### config.mk
export PLATFORM = sky130hd
export DESIGN_NAME = ema_inverse_filter
export DESIGN_NICKNAME = d
export VERILOG_FILES = /design/src/rtl/moving_avg_pkg.sv /design/src/rtl/sat_clip.sv /design/src/rtl/ema_inverse_filter.sv
export SDC_FILE = /design/constraint.sdc
export NUM_CORES = 1
export LEC_CHECK = 0
export ABC_AREA = 1
export BUFFER_PORTS_ARGS = -buffer_cell sky130_fd_sc_hd__buf_2
export CAP_MARGIN = 20
export CORE_ASPECT_RATIO = 1.75
export CORE_UTILIZATION = 50
export DETAILED_ROUTE_END_ITERATION = 7
export HOLD_SLACK_MARGIN = 0.06
export PLACE_DENSITY = 0.69
export SLEW_MARGIN = 15
export SYNTH_ARGS = -nofsm -noshare
export SYNTH_HDL_FRONTEND = slang
export SYNTH_HIERARCHICAL = 1
export SYNTH_SLANG_ARGS = --single-unit
### constraint.sdc
create_clock -name clk -period 3.8 [get_ports clk]
set_clock_uncertainty 0.15 [all_clocks]
set_input_delay 0.38 -clock clk [delete_from_list [all_inputs] [get_ports clk]]
set_output_delay 0.38 -clock clk [all_outputs]
set_load 0.01 [all_outputs]
### src/rtl/moving_avg_pkg.sv
`default_nettype none
// ============================================================================
// Module      : moving_avg_pkg
// Description : Shared types and constants for the moving-average datapath.
//               Holds the inverse-filter accumulator width function, the
//               priming/run state encoding and the saturation counter width.
// Revision    : 1.0 - initial release
// ============================================================================
package moving_avg_pkg;

    localparam int SAT_CNT_W = 16;

    typedef enum logic [0:0] {
        PRIME = 1'b0,
        RUN   = 1'b1
    } state_t;

    // Sign-extended difference needs WIDTH+1 bits, the shift adds K, and adding
    // y_prev back adds one more, so WIDTH+K+2 bits can never wrap.
    function automatic int calc_accw(input int width, input int k);
        return width + k + 2;
    endfunction

endpackage
`default_nettype wire

### src/rtl/sat_clip.sv
`default_nettype none
// ============================================================================
// Module      : sat_clip
// Description : Combinational signed saturation of an IN_W-bit value into
//               OUT_W bits, with a flag raised whenever clipping occurred.
// Ports       : i_val     - signed input, IN_W bits
//               o_val     - saturated result, OUT_W bits
//               o_clipped - high when i_val was outside the OUT_W range
// Revision    : 1.0 - initial release
// ============================================================================
module sat_clip #(
    parameter int IN_W  = 21,
    parameter int OUT_W = 16
) (
    input  logic [IN_W-1:0]  i_val,
    output logic [OUT_W-1:0] o_val,
    output logic             o_clipped
);

    // The value fits when every bit from the OUT_W sign bit upward is equal.
    logic [IN_W-OUT_W:0] w_top;
    logic                w_fits;

    assign w_top  = i_val[IN_W-1:OUT_W-1];
    assign w_fits = (&w_top) | ~(|w_top);

    always_comb begin
        o_clipped = ~w_fits;
        o_val     = i_val[OUT_W-1:0];
        if (!w_fits) begin
            if (i_val[IN_W-1]) begin
                o_val = {1'b1, {(OUT_W-1){1'b0}}};
            end else begin
                o_val = {1'b0, {(OUT_W-1){1'b1}}};
            end
        end
    end

endmodule
`default_nettype wire

### src/rtl/ema_inverse_filter.sv
`default_nettype none
// ============================================================================
// Module      : ema_inverse_filter
// Description : Undoes a 1/2^K exponential moving average:
//               x_hat[n] = y[n-1] + ((y[n] - y[n-1]) <<< K), saturated.
//               Two-stage global-stall pipeline with ready/valid handshakes.
// Ports       : clk, rst_n (async, active low), clr (sync restart)
//               in_valid/in_ready/in_sample    - smoothed input stream
//               out_valid/out_ready/out_sample - reconstructed output stream
//               sat_flag  - sticky saturation indicator
//               sat_count - saturation events, stops at all-ones
// Revision    : 1.0 - initial release
// ============================================================================
module ema_inverse_filter
    import moving_avg_pkg::*;
#(
    parameter int WIDTH = 16,
    parameter int K     = 3
) (
    input  logic                 clk,
    input  logic                 rst_n,
    input  logic                 clr,
    input  logic                 in_valid,
    output logic                 in_ready,
    input  logic [WIDTH-1:0]     in_sample,
    output logic                 out_valid,
    input  logic                 out_ready,
    output logic [WIDTH-1:0]     out_sample,
    output logic                 sat_flag,
    output logic [SAT_CNT_W-1:0] sat_count
);

    localparam int c_ACCW = calc_accw(WIDTH, K);
    localparam int c_EXT  = c_ACCW - WIDTH;

    state_t               r_state;
    logic [WIDTH-1:0]     r_y_prev;
    logic                 r_s1_valid;
    logic [c_ACCW-1:0]    r_s1_shift;
    logic [WIDTH-1:0]     r_s1_prev;
    logic                 r_out_valid;
    logic [WIDTH-1:0]     r_out_sample;
    logic                 r_sat_flag;
    logic [SAT_CNT_W-1:0] r_sat_count;

    logic                     w_adv;
    logic                     w_accept;
    logic signed [c_ACCW-1:0] w_y_ext;
    logic signed [c_ACCW-1:0] w_prev_ext;
    logic signed [c_ACCW-1:0] w_diff;
    logic signed [c_ACCW-1:0] w_shift;
    logic signed [c_ACCW-1:0] w_sum;
    logic [WIDTH-1:0]         w_clip_val;
    logic                     w_clipped;

    // Whole pipeline moves together; out_ready reaches in_ready combinationally.
    assign w_adv    = ~r_out_valid | out_ready;
    assign in_ready = w_adv & ~clr;
    assign w_accept = in_valid & in_ready;

    assign w_y_ext    = {{c_EXT{in_sample[WIDTH-1]}}, in_sample};
    assign w_prev_ext = {{c_EXT{r_y_prev[WIDTH-1]}}, r_y_prev};
    assign w_diff     = w_y_ext - w_prev_ext;
    assign w_shift    = w_diff <<< K;
    assign w_sum      = {{c_EXT{r_s1_prev[WIDTH-1]}}, r_s1_prev} + r_s1_shift;

    // Stage 1 and the priming FSM
    always_ff @(posedge clk or negedge rst_n) begin
        if (!rst_n) begin
            r_state    <= PRIME;
            r_y_prev   <= '0;
            r_s1_valid <= 1'b0;
            r_s1_shift <= '0;
            r_s1_prev  <= '0;
        end else if (clr) begin
            r_state    <= PRIME;
            r_y_prev   <= '0;
            r_s1_valid <= 1'b0;
            r_s1_shift <= '0;
            r_s1_prev  <= '0;
        end else if (w_adv) begin
            r_s1_valid <= w_accept;
            if (w_accept) begin
                if (r_state == PRIME) begin
                    // No history yet: zero difference makes x_hat equal y.
                    r_s1_shift <= '0;
                    r_s1_prev  <= in_sample;
                end else begin
                    r_s1_shift <= w_shift;
                    r_s1_prev  <= r_y_prev;
                end
                r_y_prev <= in_sample;
                r_state  <= RUN;
            end
        end
    end

    sat_clip #(
        .IN_W  (c_ACCW),
        .OUT_W (WIDTH)
    ) u_sat_clip (
        .i_val     (w_sum),
        .o_val     (w_clip_val),
        .o_clipped (w_clipped)
    );

    // Stage 2: output register and saturation statistics
    always_ff @(posedge clk or negedge rst_n) begin
        if (!rst_n) begin
            r_out_valid  <= 1'b0;
            r_out_sample <= '0;
            r_sat_flag   <= 1'b0;
            r_sat_count  <= '0;
        end else if (clr) begin
            r_out_valid  <= 1'b0;
            r_out_sample <= '0;
            r_sat_flag   <= 1'b0;
            r_sat_count  <= '0;
        end else if (w_adv) begin
            r_out_valid <= r_s1_valid;
            if (r_s1_valid) begin
                r_out_sample <= w_clip_val;
                if (w_clipped) begin
                    r_sat_flag <= 1'b1;
                    if (r_sat_count != {SAT_CNT_W{1'b1}}) begin
                        r_sat_count <= r_sat_count + SAT_CNT_W'(1);
                    end
                end
            end
        end
    end

    assign out_valid  = r_out_valid;
    assign out_sample = r_out_sample;
    assign sat_flag   = r_sat_flag;
    assign sat_count  = r_sat_count;

endmodule
`default_nettype wire
==> results by group <==
Placement
  • Post-Place Worst Slack: 0.456 ns
  • Port-buffer cells: 55
  • Placed Instances: ~1100
  • Placer Congestion: 0.880
  • Detailed Place HPWL: 11100 um

Finish
  • # diodes: 0
  • Area Overhead vs Synth: 11.6%
  • Share of cells above drive strength 1: 11.5%
  • Layout Cells excl Fill: 1075
  • Commonest non-fill, non-tap cells in the layout: nand2_1, inv_1, dfrtp_1
  • Most common cell after layout, fill and taps aside: nand2_1
  • Layout Nets: 992
  • # fillers: 1178

Floorplan
  • Die area: around 12000 um2
  • Num ports: 56
  • Initial core utilization: 51.6%
  • Core Box Area: approximately 12000 um2
  • Die height: 147 um
  • Die X: 84.9 um
  • Row Count: 52

Setup path
  • FF-to-FF Start: r_s1_shift[3]
  • CP Cell Sequence: ha_1 > inv_1 > fa_1 > o21ai_0 > nand2_1 > nand2_1 > nand3_1 > nand3_1 > nand2_1 > nand2_1 > nor2_2 > nand2_2 > nand2_4 > inv_1 > nand3_1 > inv_1 > nand2_4 > nand2_4 > clkinv_2 > nand2_1 > nand2_1
  • CP endpoint kind: register
  • Crit path DAT: 3.45 ns
  • Crit path top cell by count: nand2_1
  • Slowest stage delay, CP: 0.41 ns
  • Flop2flop setup slack: between 0.4 and 0.5 ns
  • Worst-path maximum fanout: 16
  • R2R cell count: 21
  • Max stage delay cell, worst path: fa_1
  • CP delay by family, top: simple AND/OR/NAND/NOR gates
  • Worst Setup Path Type: register to register
  • CP startpoint kind: register
  • Reg2reg end: sat_count[11]
  • WP data required: 3.89 ns
  • Origin of the worst setup path: r_s1_shift[3]
  • CP Buf/Inv Count: 4

Clock tree
  • Hold Buf Count CTS: 0
  • Postcts setup bufs: 0
  • CTS buffer count: 9
  • Worst-path clk slew: 0.07 ns
  • TritonCTS clock tree: yes
  • TritonCTS Sinks: between 80 and 90
  • Worst-Skew Late Latency: 0.35 ns
  • Root Driver: clkbuf_16
  • Post-cts resize count: 0
  • Max H-tree Level: 3
  • Max clock buf depth: 2

Timing
  • Final setup fails: 0
  • Fin crit share: 88.6%
  • Final worst path period need: 3.37 ns
  • Setup TNS: 0 ns
  • Min setup slack post-route: roughly 0.43 ns
  • Slew headroom: 38.4%
  • RSZ-0062 raised after global routing: no
  • Endpoints failing hold: 0
  • FMAX: 0.297 GHz
  • Slew Limit Fails: 0
  • Worst slew pin tran: 0.924 ns

Global route
  • Initial antenna violation count: 0
  • Vias in the first global route: 5379
  • Largest net degree at the start of global routing: 74
  • Global-route wire length before repair: 24700 um
  • Tot GR Track Use: around a quarter
  • Congestion Overflow GR: 0

Route
  • WL final: 14500 um
  • DRT Pass-1 Iters: 8
  • DR DRC count: 3
  • Via/cell ratio: a little over 5
  • ANT nets after route: 0
  • Avg WL per Cell: 13.5 um
  • Via count: 5560
  • DRT iter0 DRCs: 209

Status
  • Failing checks: design-rule violations
  • Outcome: complete, but fails checks

Power and ir drop
  • Power per cell area: 400 nW/um2
  • IR drop worst, VDD: around 0.00024 V
  • Power Total: 2.68 mW
  • Pleak: 3.70 nW

Synthesis
  • Flops & latches, synth: 85
  • Mapped Cells: 885
  • Cell area after synthesis: 6010 um2
  • Syn avg cell area: around 6.8 um2
  • Net count after synthesis: 942
  • Synth Flop Type: dfrtp_1
  • Yosys warns: 6
  • FFs w/ async S/R, synth: 100%
  • EDFF count, synth: 0
  • Seq/Total Area, Yosys: 35.4%
  • Synth cell types: 37

Min path
  • HP Class: primary input to async pin

Flow run
  • Max-cap violations: 0
==> sequential cells by signal, summed over array words and instances, names as in the netlist, 16 cells and up <==
register	count
out_sample	16
sat_count	16
r_s1_prev	16
r_y_prev	16
r_s1_shift	17
==> worst max-delay path by stage <==
stage / slack (ns) / to / cells after the start
2_1_floorplan: 0.84 / sat_count[4] / 23
3_3_place_gp: 0.55 / sat_count[8] / 21
3_5_place_dp: 0.46 / sat_count[11] / 21
4_1_cts: 0.43 / sat_count[11] / 21
5_1_grt: 0.12 / sat_count[11] / 21
6_report: 0.43 / sat_count[11] / 21
==> cells in the mapped netlist (all sizes together), types with 3 or more instances <==
library cell | count | area (um2)
nand2 | 300 | 1160
inv | 144 | 541
dfrtp | 85 | 2130
o21ai | 70 | 373
nor2 | 69 | 284
nand3 | 62 | 325
ha | 34 | 425
a21oi | 24 | 120
o22ai | 14 | 87.6
buf | 12 | 81.3
nand4 | 12 | 75.1
nor3 | 12 | 60.1
xor2 | 12 | 105
clkbuf | 10 | 38.8
nand3b | 3 | 22.5
o21bai | 3 | 22.5
or2 | 3 | 18.8
xnor2 | 3 | 26.3
==> power breakdown <==
part / switching (mW) / internal [mW]
combinational: 0.458 / 0.245
clock: 0.377 / 0.552
sequential: 0.0569 / 0.992
==> kinds of logic after synthesis <==
logic type	after synthesis	share of synthesized area, %
AO/OA/AOI/OAI	116	10.7
adder cells (fa/ha/maj)	36	7.75
XOR/XNOR	15	2.19
AND/OR/NAND/NOR	466	32.9
flip-flops	85	35.4
buffers and inverters	167	11.1
==> stage by stage <==
stage	hold WS (ns)	area [um2]	utilization, %
floorplan	-0.0656	6010	-
CTS	0.0721	6690	57.5
detailed placement	0.323	6380	54.7
finish	0.0169	6710	57.6
global placement	0.325	6380	54.7
global route	0.134	6710	57.6
==> area by class of cell <==
| cell class | count | area, um2 | area share (%) |
|---|---|---|---|
| Clock buffer | 11 | 253 | 3.77 |
| Clock inverter | 5 | 65.1 | 0.970 |
| Inverter | 145 | 546 | 8.14 |
| Multi-Input combinational cell | 633 | 3220 | 48.0 |
| Sequential cell | 85 | 2130 | 31.7 |
| Tap cell | 135 | 169 | 2.52 |
| Timing Repair Buffer | 61 | 327 | 4.87 |
==> layer usage <==
| metal | global-route usage (%) | vias to the layer above | part of all wire, % | wire, um |
|---|---|---|---|---|
| li1 | - | 2904 | - | - |
| met1 | 27.6 | 2536 | 41 | 6020 |
| met2 | 47.0 | 93 | 54 | 7790 |
| met3 | 2.87 | 27 | 2.2 | 321 |
| met4 | 10.7 | 0 | 2.6 | 370 |
| met5 | 0 | - | 0 | 0 |
(Power assumes the default switching activity.)
